`src/rtl/npu_csr_pkg.sv`:
```
// Register map, bit positions and CTRL layout for the NPU control/status block.
package npu_csr_pkg;

    localparam logic [7:0] CtrlOff   = 8'h00;
    localparam logic [7:0] StatusOff = 8'h04;
    localparam logic [7:0] SrcOff    = 8'h08;
    localparam logic [7:0] DstOff    = 8'h0C;
    localparam logic [7:0] LenOff    = 8'h10;
    localparam logic [7:0] CyclesOff = 8'h14;

    localparam int CtrlStartBit  = 0;
    localparam int CtrlIrqEnBit  = 1;
    localparam int StatusBusyBit = 0;
    localparam int StatusDoneBit = 1;

    typedef struct packed {
        logic [29:0] rsvd;
        logic        irqEn;
        logic        start;
    } npu_csr_ctrl_t;

endpackage

```
`src/rtl/axil_if.sv`:
```
// AXI-Lite bundle without write strobes; s is the responder view, m the requester view.
interface axil_if #(
    parameter int ADDR_W = 32,
    parameter int DATA_W = 32
);
    logic              awvalid;
    logic              awready;
    logic [ADDR_W-1:0] awaddr;
    logic              wvalid;
    logic              wready;
    logic [DATA_W-1:0] wdata;
    logic              bvalid;
    logic              bready;
    logic [1:0]        bresp;
    logic              arvalid;
    logic              arready;
    logic [ADDR_W-1:0] araddr;
    logic              rvalid;
    logic              rready;
    logic [DATA_W-1:0] rdata;
    logic [1:0]        rresp;

    modport s (
        input  awvalid, awaddr, wvalid, wdata, bready, arvalid, araddr, rready,
        output awready, wready, bvalid, bresp, arready, rvalid, rdata, rresp
    );

    modport m (
        output awvalid, awaddr, wvalid, wdata, bready, arvalid, araddr, rready,
        input  awready, wready, bvalid, bresp, arready, rvalid, rdata, rresp
    );
endinterface

```
`src/rtl/npu_csr_regs.sv`:
```
// AXI-Lite responder for the NPU CSR file: independent AW/W holding registers,
// buffered B response, registered read data, and the job-launch interface.
module npu_csr_regs
    import npu_csr_pkg::*;
#(
    parameter int ADDR_W = 32,
    parameter int DATA_W = 32
) (
    input  logic              clk,
    input  logic              srst_n,
    axil_if.s                 csr,
    output logic              start_o,
    output logic [DATA_W-1:0] src_addr_o,
    output logic [DATA_W-1:0] dst_addr_o,
    output logic [DATA_W-1:0] len_o,
    input  logic              busy_i,
    input  logic              done_i,
    output logic              irq_o
);

    logic              awFull_q, awFull_d;
    logic [5:0]        awIdx_q, awIdx_d;
    logic              wFull_q, wFull_d;
    logic [DATA_W-1:0] wData_q, wData_d;
    logic              bValid_q, bValid_d;
    logic              rValid_q, rValid_d;
    logic [DATA_W-1:0] rData_q, rData_d;
    npu_csr_ctrl_t     ctrl_q, ctrl_d;
    logic              done_q, done_d;
    logic              start_q, start_d;
    logic [DATA_W-1:0] src_q, src_d;
    logic [DATA_W-1:0] dst_q, dst_d;
    logic [DATA_W-3:0] len_q, len_d;
    logic [DATA_W-1:0] cycles_q, cycles_d;

    logic              awHs, wHs, arHs, commit, startCmd;
    logic [7:0]        wrOff, rdOff;
    npu_csr_ctrl_t     ctrlWr;
    logic [DATA_W-1:0] rdMux;
    logic              unused_addr_bits;

    assign awHs     = csr.awvalid & ~awFull_q;
    assign wHs      = csr.wvalid & ~wFull_q;
    assign arHs     = csr.arvalid & ~rValid_q;
    assign commit   = awFull_q & wFull_q & ~bValid_q;
    assign wrOff    = {awIdx_q, 2'b00};
    assign rdOff    = {csr.araddr[7:2], 2'b00};
    assign ctrlWr   = npu_csr_ctrl_t'(wData_q);
    assign startCmd = commit && (wrOff == CtrlOff) && ctrlWr.start;

    assign unused_addr_bits = ^{csr.awaddr[ADDR_W-1:8], csr.awaddr[1:0],
                                csr.araddr[ADDR_W-1:8], csr.araddr[1:0]};

    assign csr.awready = ~awFull_q;
    assign csr.wready  = ~wFull_q;
    assign csr.bvalid  = bValid_q;
    assign csr.bresp   = 2'b00;
    assign csr.arready = ~rValid_q;
    assign csr.rvalid  = rValid_q;
    assign csr.rdata   = rData_q;
    assign csr.rresp   = 2'b00;

    assign start_o    = start_q;
    assign src_addr_o = src_q;
    assign dst_addr_o = dst_q;
    assign len_o      = {len_q, 2'b00};
    assign irq_o      = done_q & ctrl_q.irqEn;

    // Read decode uses current register state, so a read that races a commit sees the old value.
    always_comb begin
        rdMux = '0;
        case (rdOff)
            CtrlOff: rdMux = ctrl_q;
            StatusOff: begin
                rdMux[StatusBusyBit] = busy_i;
                rdMux[StatusDoneBit] = done_q;
            end
            SrcOff:    rdMux = src_q;
            DstOff:    rdMux = dst_q;
            LenOff:    rdMux = {len_q, 2'b00};
            CyclesOff: rdMux = cycles_q;
            default:   rdMux = '0;
        endcase
    end

    always_comb begin
        awFull_d = awFull_q;
        awIdx_d  = awIdx_q;
        wFull_d  = wFull_q;
        wData_d  = wData_q;
        bValid_d = bValid_q;
        rValid_d = rValid_q;
        rData_d  = rData_q;
        ctrl_d   = ctrl_q;
        done_d   = done_q;
        src_d    = src_q;
        dst_d    = dst_q;
        len_d    = len_q;
        cycles_d = cycles_q;
        start_d  = startCmd;

        if (commit) begin
            awFull_d = 1'b0;
            wFull_d  = 1'b0;
            bValid_d = 1'b1;
            case (wrOff)
                CtrlOff:   ctrl_d.irqEn = ctrlWr.irqEn;
                StatusOff: if (wData_q[StatusDoneBit]) done_d = 1'b0;
                SrcOff:    src_d = wData_q;
                DstOff:    dst_d = wData_q;
                LenOff:    len_d = wData_q[DATA_W-1:2];
                default:   ;
            endcase
        end else if (bValid_q && csr.bready) begin
            bValid_d = 1'b0;
        end

        if (awHs) begin
            awFull_d = 1'b1;
            awIdx_d  = csr.awaddr[7:2];
        end
        if (wHs) begin
            wFull_d = 1'b1;
            wData_d = csr.wdata;
        end

        // A DONE pulse overrides a simultaneous write-1-to-clear.
        if (done_i) done_d = 1'b1;

        if (startCmd) begin
            cycles_d = '0;
        end else if (busy_i && (cycles_q != '1)) begin
            cycles_d = cycles_q + {{(DATA_W-1){1'b0}}, 1'b1};
        end

        if (arHs) begin
            rValid_d = 1'b1;
            rData_d  = rdMux;
        end else if (rValid_q && csr.rready) begin
            rValid_d = 1'b0;
        end
    end

    always_ff @(posedge clk or negedge srst_n) begin
        if (!srst_n) begin
            awFull_q <= 1'b0;
            awIdx_q  <= '0;
            wFull_q  <= 1'b0;
            wData_q  <= '0;
            bValid_q <= 1'b0;
            rValid_q <= 1'b0;
            rData_q  <= '0;
            ctrl_q   <= '0;
            done_q   <= 1'b0;
            start_q  <= 1'b0;
            src_q    <= '0;
            dst_q    <= '0;
            len_q    <= '0;
            cycles_q <= '0;
        end else begin
            awFull_q <= awFull_d;
            awIdx_q  <= awIdx_d;
            wFull_q  <= wFull_d;
            wData_q  <= wData_d;
            bValid_q <= bValid_d;
            rValid_q <= rValid_d;
            rData_q  <= rData_d;
            ctrl_q   <= ctrl_d;
            done_q   <= done_d;
            start_q  <= start_d;
            src_q    <= src_d;
            dst_q    <= dst_d;
            len_q    <= len_d;
            cycles_q <= cycles_d;
        end
    end

endmodule

```
`src/flat_wrapper.sv`:
```
// flat-port wrapper written by rule: the top's interface ports become plain ports
module npu_csr_regs_flat import npu_csr_pkg::*;
#(
    parameter int ADDR_W = 32,
    parameter int DATA_W = 32
)
  (clk, srst_n, start_o, src_addr_o, dst_addr_o, len_o, busy_i, done_i, irq_o, csr_awvalid, csr_awaddr, csr_wvalid, csr_wdata, csr_bready, csr_arvalid, csr_araddr, csr_rready, csr_awready, csr_wready, csr_bvalid, csr_bresp, csr_arready, csr_rvalid, csr_rdata, csr_rresp);
  axil_if #(.ADDR_W(ADDR_W), .DATA_W(DATA_W)) csr_i ();
  input  logic clk;
  input  logic srst_n;
  output logic start_o;
  output logic [DATA_W-1:0] src_addr_o;
  output logic [DATA_W-1:0] dst_addr_o;
  output logic [DATA_W-1:0] len_o;
  input  logic busy_i;
  input  logic done_i;
  output logic irq_o;
  input wire logic [$bits(csr_i.awvalid)-1:0] csr_awvalid;
  input wire logic [$bits(csr_i.awaddr)-1:0] csr_awaddr;
  input wire logic [$bits(csr_i.wvalid)-1:0] csr_wvalid;
  input wire logic [$bits(csr_i.wdata)-1:0] csr_wdata;
  input wire logic [$bits(csr_i.bready)-1:0] csr_bready;
  input wire logic [$bits(csr_i.arvalid)-1:0] csr_arvalid;
  input wire logic [$bits(csr_i.araddr)-1:0] csr_araddr;
  input wire logic [$bits(csr_i.rready)-1:0] csr_rready;
  output wire logic [$bits(csr_i.awready)-1:0] csr_awready;
  output wire logic [$bits(csr_i.wready)-1:0] csr_wready;
  output wire logic [$bits(csr_i.bvalid)-1:0] csr_bvalid;
  output wire logic [$bits(csr_i.bresp)-1:0] csr_bresp;
  output wire logic [$bits(csr_i.arready)-1:0] csr_arready;
  output wire logic [$bits(csr_i.rvalid)-1:0] csr_rvalid;
  output wire logic [$bits(csr_i.rdata)-1:0] csr_rdata;
  output wire logic [$bits(csr_i.rresp)-1:0] csr_rresp;
  assign csr_i.awvalid = csr_awvalid;
  assign csr_i.awaddr = csr_awaddr;
  assign csr_i.wvalid = csr_wvalid;
  assign csr_i.wdata = csr_wdata;
  assign csr_i.bready = csr_bready;
  assign csr_i.arvalid = csr_arvalid;
  assign csr_i.araddr = csr_araddr;
  assign csr_i.rready = csr_rready;
  assign csr_awready = csr_i.awready;
  assign csr_wready = csr_i.wready;
  assign csr_bvalid = csr_i.bvalid;
  assign csr_bresp = csr_i.bresp;
  assign csr_arready = csr_i.arready;
  assign csr_rvalid = csr_i.rvalid;
  assign csr_rdata = csr_i.rdata;
  assign csr_rresp = csr_i.rresp;
  npu_csr_regs #(.ADDR_W(ADDR_W), .DATA_W(DATA_W)) u_core (.clk(clk), .srst_n(srst_n), .csr(csr_i), .start_o(start_o), .src_addr_o(src_addr_o), .dst_addr_o(dst_addr_o), .len_o(len_o), .busy_i(busy_i), .done_i(done_i), .irq_o(irq_o));
endmodule
```
`config.mk`:
```
export PLATFORM = sky130hd
export DESIGN_NAME = npu_csr_regs_flat
export DESIGN_NICKNAME = d
export VERILOG_FILES = /design/src/rtl/npu_csr_pkg.sv /design/src/rtl/axil_if.sv /design/src/rtl/npu_csr_regs.sv /design/src/flat_wrapper.sv
export SDC_FILE = /design/constraint.sdc
export NUM_CORES = 1
export LEC_CHECK = 0
export CORE_AREA = 2 2 140 142
export DETAILED_ROUTE_END_ITERATION = 6
export DIE_AREA = 0 0 142 144
export PLACE_DENSITY = 0.89
export SLEW_MARGIN = 10
export SYNTH_ARGS = -nofsm -noshare
export SYNTH_HDL_FRONTEND = slang
export SYNTH_SLANG_ARGS = --single-unit
```
`constraint.sdc`:
```
create_clock -name clk -period 2.15 [get_ports clk]
set_input_delay 0.43 -clock clk [delete_from_list [all_inputs] [get_ports clk]]
set_output_delay 0.43 -clock clk [all_outputs]
set_load 0.02 [all_outputs]
```
==> results.toml, run 1 <==
[critical_path]
cpMaxStageDelayCell = "clkdlybuf4s50_1"
crit_fanout = 3
required_ns = 1.72
r2r_slack_ns = 0.11
worstSetupStartpoint = "u_core.ctrl_q[1]"
reg2reg_to = "u_core.cycles_q[10]"
end_kind = "output port"
reg2reg_depth = 5
cp_cell_sequence = "and2_1, clkdlybuf4s50_1"
cp.arrival_ns = 1.67
crit_type = "flip-flop to output port"
cp-start-kind = "flip-flop"
critical_path.endpoint = "irq_o"
critPathMaxStageDelay_ns = 0.61
r2r_start = "u_core.cycles_q[10]"

[global_routing]
grt_max_degree = 66
globalRouteTotalUtil_pct = 22.45
grt_pass1_wl_um = 36660
overflow = 0
grt_pass1_vias = 6949
antenna_found_initial = 0

[timing]
finalHoldViolCount = 0
slew_headroom_pct = 58.99
period_needed_ns = 2.103
tns_ns = 0
setup_violations = 0
hold_slack_ns = 0.4423
slew_viol_final = 0
max_freq_mhz = 475.4
finalCritPeriodShare_pct = 97.83
worst_pin_slew_ns = 0.6114
skew_ns = 0.01587

[floorplanning]
io_pins = 244
die_w_um = 142
rows = 51
die_h_um = 144
core_area_um2 = 19080
initial_core_util_pct = 47.87
dieArea_um2 = 20450

[route]
wirelength_um = 22820
drt-vias-per-instance = 5.637
num_vias = 6781
ant_nets = 0
drt_first_iter_violations = 281
first_pass_iters = 4
drcViolationCount = 0
wl_per_cell_um = 18.97

[yosys]
synth_area_leaders = "dfrtp_1 (56%), mux2_2 (15%), mux2i_1 (6.8%)"
synth_area_um2 = 9134
synth.largest_area_cell = "dfrtp_1"
async_flop_share_pct = 100.0
synth_edf_count = 0
ys.flop_type = "dfrtp_1"
synth-seq-area-share_pct = 55.62
ys_types = 48
avgSynthCellArea_um2 = 12.46
synth_top_area_share_pct = 55.62
yosysWarningCount = 0
ys_ff_latch = 203
netlist_instances = 733

[layout]
drive_above_1_share_pct = 22.80
num-fill-cells = 1356
fin_cells = 1203
regArea_um2 = 5080
final_cell_area_um2 = 12430
n_antenna_cell = 0
multiInputGateArea_um2 = 3842
area_delta_synth_final_pct = 36.10
nNetsFinal = 1056

[pwr]
power.density_nw_per_um2 = 1176
ir_worst_vdd_v = 0.0009204
p_leak_nw = 5.513
total_power_w = 0.01461

[place]
place_hpwl_um = 15890
dp_cells = 1162
placed_cell_area_um2 = 11600
routabilityCongestion = 0.8452
io_buffer_count = 185

[cts]
cts_setup_buffers = 0
cts.clk_slew.worst_paths_ns = 0.06
cts_buffers = 23
clockRootBuffer = "clkbuf_16"
cts_tree = "done"
clock-sinks = 203
cts_buffer_depth = 3
clk_latency_ns = 0.50
htree_levels = 1

[flow_run]
maxCapViolations = 0

[run_status]
status = "finished, final reports clean"

[hold_path]
hold_class = "input pin to async pin"
[layout make-up]
cell class                 instances  share of cell area, %
multi-input combinational        480                  30.91
inverter                           7                 0.2416
clock buffer                      34                  5.606
sequential                       203                  40.87
tap                              238                  2.396
timing repair buffer             235                  19.08
clock inverter                     6                 0.8958
[synth_stat cells (5+ instances only)]
master    number
buf_2          6
nand4_1        7
a21oi_1       22
dfrtp_1      203
buf_4          6
or3_1         19
clkbuf_1      20
o21ai_1       14
nor2_1         9
or4_1          6
mux2i_1       62
mux2_2       120
o21a_1         5
nand2_1       56
nand3_1       16
o22a_1        30
buf_1         12
o21ai_0       41
mux2_1        13
and3_1         7
and2_1         5
inv_1          7
[placed cells by master, fill, tap and decap left out, types with 19 or more instances in the layout]
cell             synthesis  routed
clkbuf_16                0      23
a21oi_1                 22      22
clkdlybuf4s50_1          0     183
mux2i_1                 62      62
o21ai_0                 41      41
nand2_1                 56      55
mux2_2                 120     120
o22a_1                  30      30
dfrtp_1                203     203
or3_1                   19      19
buf_4                    6      38
[flip-flops by register name (all words and copies together) (netlist names)]
| register | flops |
|---|---|
| u_core.awFull_q | 1 |
| u_core.awIdx_q | 6 |
| u_core.csr.bvalid | 1 |
| u_core.csr.rdata | 32 |
| u_core.csr.rvalid | 1 |
| u_core.ctrlWr | 32 |
| u_core.ctrl_q | 1 |
| u_core.cycles_q | 32 |
| u_core.done_q | 1 |
| u_core.dst_addr_o | 32 |
| u_core.len_q | 30 |
| u_core.src_addr_o | 32 |
| u_core.start_o | 1 |
| u_core.wFull_q | 1 |
[cells by family (layout without fill, tap and decap cells)]
logic type,after synthesis,count (layout),synth area share [%]
AND/OR/NAND/NOR,147,147,8.520
multiplexers,196,196,23.44
adder cells (fa/ha/maj),1,1,0.1370
flip-flops,203,203,55.62
XOR/XNOR,4,4,0.3836
AO/OA/AOI/OAI,126,126,8.945
other,1,6,0.04106
buffers and inverters,55,282,2.918
[layer usage]
layer / up-vias / share of wire (%) / GRT usage [%]
met3: 37 / 5.1 / 4.338
met2: 193 / 51 / 38.88
met1: 3436 / 42 / 28.76
met4: 0 / 2.2 / 6.842
li1: 3115 / - / -
met5: - / 0 / 0
[where the power goes]
part	switching, W	internal [W]	total, W
registers	0.00105	0.00496	0.00601
logic	0.00204	0.00244	0.00448
clock network	0.00153	0.00259	0.00412
[stage by stage]
stage | setup WS [ns] | util, %
final | 0.04658 | 65.15
after global routing | -0.001081 | 65.15
after CTS | 0.05721 | 65.07
after detailed placement | -0.03485 | 60.78
after global placement | 0.07196 | 60.78
after floorplan | 0.1630 | -
[worst max-delay path: cells and delay by family (launching register included)]
kind                   cells  cell delay (ns)
buffers and inverters      1             0.61
DFF                        1             0.39
and+or+nand+nor            1             0.17
[worst min-delay path by stage]
stage                      endpoint  slack [ns]  cells past startpoint
2_1_floorplan       u_core.awFull_q        0.13                      0
3_3_place_gp   u_core.src_addr_o[8]        0.41                      1
3_5_place_dp       u_core.ctrlWr[8]        0.41                      1
4_1_cts         u_core.csr.rdata[8]        0.44                      2
5_1_grt        u_core.src_addr_o[8]        0.47                      2
6_report       u_core.src_addr_o[8]        0.44                      2
[repair_timing]
item	CTS	global route
setup endpoints to repair	0	15
gates resized for setup	0	3
hold buffers	1	0
hold endpoints to repair	44	0
(Power assumes the default switching activity.)
==> run 2: changes to the inputs <==
PLACE_DENSITY = 0.78   (was 0.89)
==> run 2 against run 1 <==
Against the previous run:
- via count fell by 3.3%
- largest power group unchanged
- utilization fell by 0.98 points
- power fell by 5.6%
- register-to-register slack got worse by 0.04 ns
- sequential power fell by 0.8%
- sequential share of layout area rose by 0.63 points
- first-iteration DRC count rose by 4.6%
- die area did not move
- combinational power barely moved
- clock-buffer cell count fell by 2
- sequential cell count did not move
- cell area fell by 1.5%
==> results.toml, run 2 (same netlist as run 1, synthesis figures left out) <==
[floorplanning]
core_area_um2 = 19080
initial_core_util_pct = 47.87
rows = 51
io_pins = 244
die_h_um = 144
die_w_um = 142
dieArea_um2 = 20450

[critical_path]
crit_type = "flip-flop to flip-flop"
end_kind = "flip-flop"
worstSetupPathDepth = 7
critical_path.endpoint = "u_core.cycles_q[21]"
worstSetupStartpoint = "u_core.cycles_q[1]"
critPathMaxStageDelay_ns = 0.51
r2r_slack_ns = 0.07
cpMaxStageDelayCell = "or4_1"
cp_cell_sequence = "ha_1, and3_1, nand3_1, o41ai_4, buf_4, or4_1, a21oi_1"
reg2reg_to = "u_core.cycles_q[21]"
path_buf_inv = 1
cp-start-kind = "flip-flop"
crit_fanout = 18
reg2reg_depth = 7
path_delay_family = "simple AND/OR/NAND/NOR gates"
r2r_start = "u_core.cycles_q[1]"
cp.arrival_ns = 2.49
required_ns = 2.55

[cts]
clk_latency_ns = 0.48
clockRootBuffer = "clkbuf_16"
cts_tree = "done"
cts_buffers = 21
cts.clk_slew.worst_paths_ns = 0.06
clock-sinks = 203
htree_levels = 1
cts_buffer_depth = 3
postCtsResizedCells = 0

[place]
dp_cells = 1162
place_hpwl_um = 15010
routabilityCongestion = 0.8438
io_buffer_count = 185

[route]
drt_first_iter_violations = 294
num_vias = 6559
first_pass_iters = 4
wl_per_cell_um = 18.01
ant_nets = 0
drcViolationCount = 0
wirelength_um = 21620
drt-vias-per-instance = 5.466

[layout]
area_delta_synth_final_pct = 34.04
drive_above_1_share_pct = 22.14
n_antenna_cell = 0
utilization_pct = 64.17
nNetsFinal = 1057
layout.cells.most_common_list = "dfrtp_1 (203), clkdlybuf4s50_1 (183), mux2_2 (120)"
final_common_cell = "dfrtp_1"
fin_cells = 1200

[global_routing]
overflow = 0
grt_max_degree = 66
grt_pass1_vias = 6647
globalRouteTotalUtil_pct = 21.34
grt_pass1_wl_um = 34880
antenna_found_initial = 0

[timing]
slew_headroom_pct = 62.04
period_needed_ns = 2.085
max_freq_mhz = 479.7
worst_pin_slew_ns = 0.5659
slew_viol_final = 0
skew_ns = 0.005829
finalCritPeriodShare_pct = 96.95
tns_ns = 0
setup_violations = 0
finalHoldViolCount = 0

[run_status]
status = "finished, final reports clean"

[pwr]
ir_worst_vdd_v = 0.0008674
p_leak_nw = 5.429
power.density_nw_per_um2 = 1127

[flow_run]
maxCapViolations = 0

[hold_path]
hold_class = "flip-flop to flip-flop"
[run 2: layer usage]
metal	track usage [%]	vias to the layer above	wire [µm]
li1	-	3102	-
met3	4.338	23	1149
met2	36.18	165	10670
met1	28.55	3269	9479
met4	4.789	0	324
met5	0	-	0
[run 2: how the worst min path moves through the flow]
| stage | cells past startpoint | end | start |
|---|---|---|---|
| after floorplan | 0 | u_core.awFull_q | srst_n |
| after global placement | 2 | u_core.csr.rdata[26] | u_core.csr.rdata[26] |
| after detailed placement | 1 | u_core.src_addr_o[19] | srst_n |
| after CTS | 2 | u_core.csr.rdata[17] | u_core.csr.rdata[17] |
| after global routing | 2 | u_core.csr.rdata[16] | u_core.csr.rdata[16] |
| final | 2 | u_core.csr.rdata[3] | u_core.csr.rdata[3] |
[run 2: tightest hold or removal path: cells and delay by family, from the launching register on]
kind | cells | cell delay (ns)
flip-flops | 1 | 0.33
AO/OA/AOI/OAI | 1 | 0.06
AND/OR/NAND/NOR | 1 | 0.05
[run 2: through the flow]
step                      area [µm²]  worst slack (ns)  total power (W)  hold slack [ns]
after floorplan                 9153            0.1630         0.008219           0.1344
after global placement         11580           0.09305          0.01038           0.4597
after detailed placement       11580           0.07419          0.01052           0.4691
after CTS                      12220           0.06506          0.01392           0.4823
after global routing           12240          -0.01447          0.01454           0.5016
final                          12240           0.06550          0.01380           0.4742
[run 2: area by class of cell]
cell class,instances,area (µm²)
clock buffers,32,616.8
clock inverters,2,10.01
fillers,1453,6837
inverters,7,26.28
multi-input cells,480,3834
flip-flops and latches,203,5080
well taps,238,297.8
repair buffers,238,2379
[run 2: repair_timing]
item / CTS / global route
setup buffers: 0 / 3
hold buffers: 1 / 0
hold endpoints to repair: 59 / 0
setup endpoints to repair: 0 / 2
[run 2: power breakdown]
part	switching (W)	internal, W
registers	0.00100	0.00496
clock network	0.00137	0.00196
logic	0.00202	0.00248
total	0.00440	0.00940
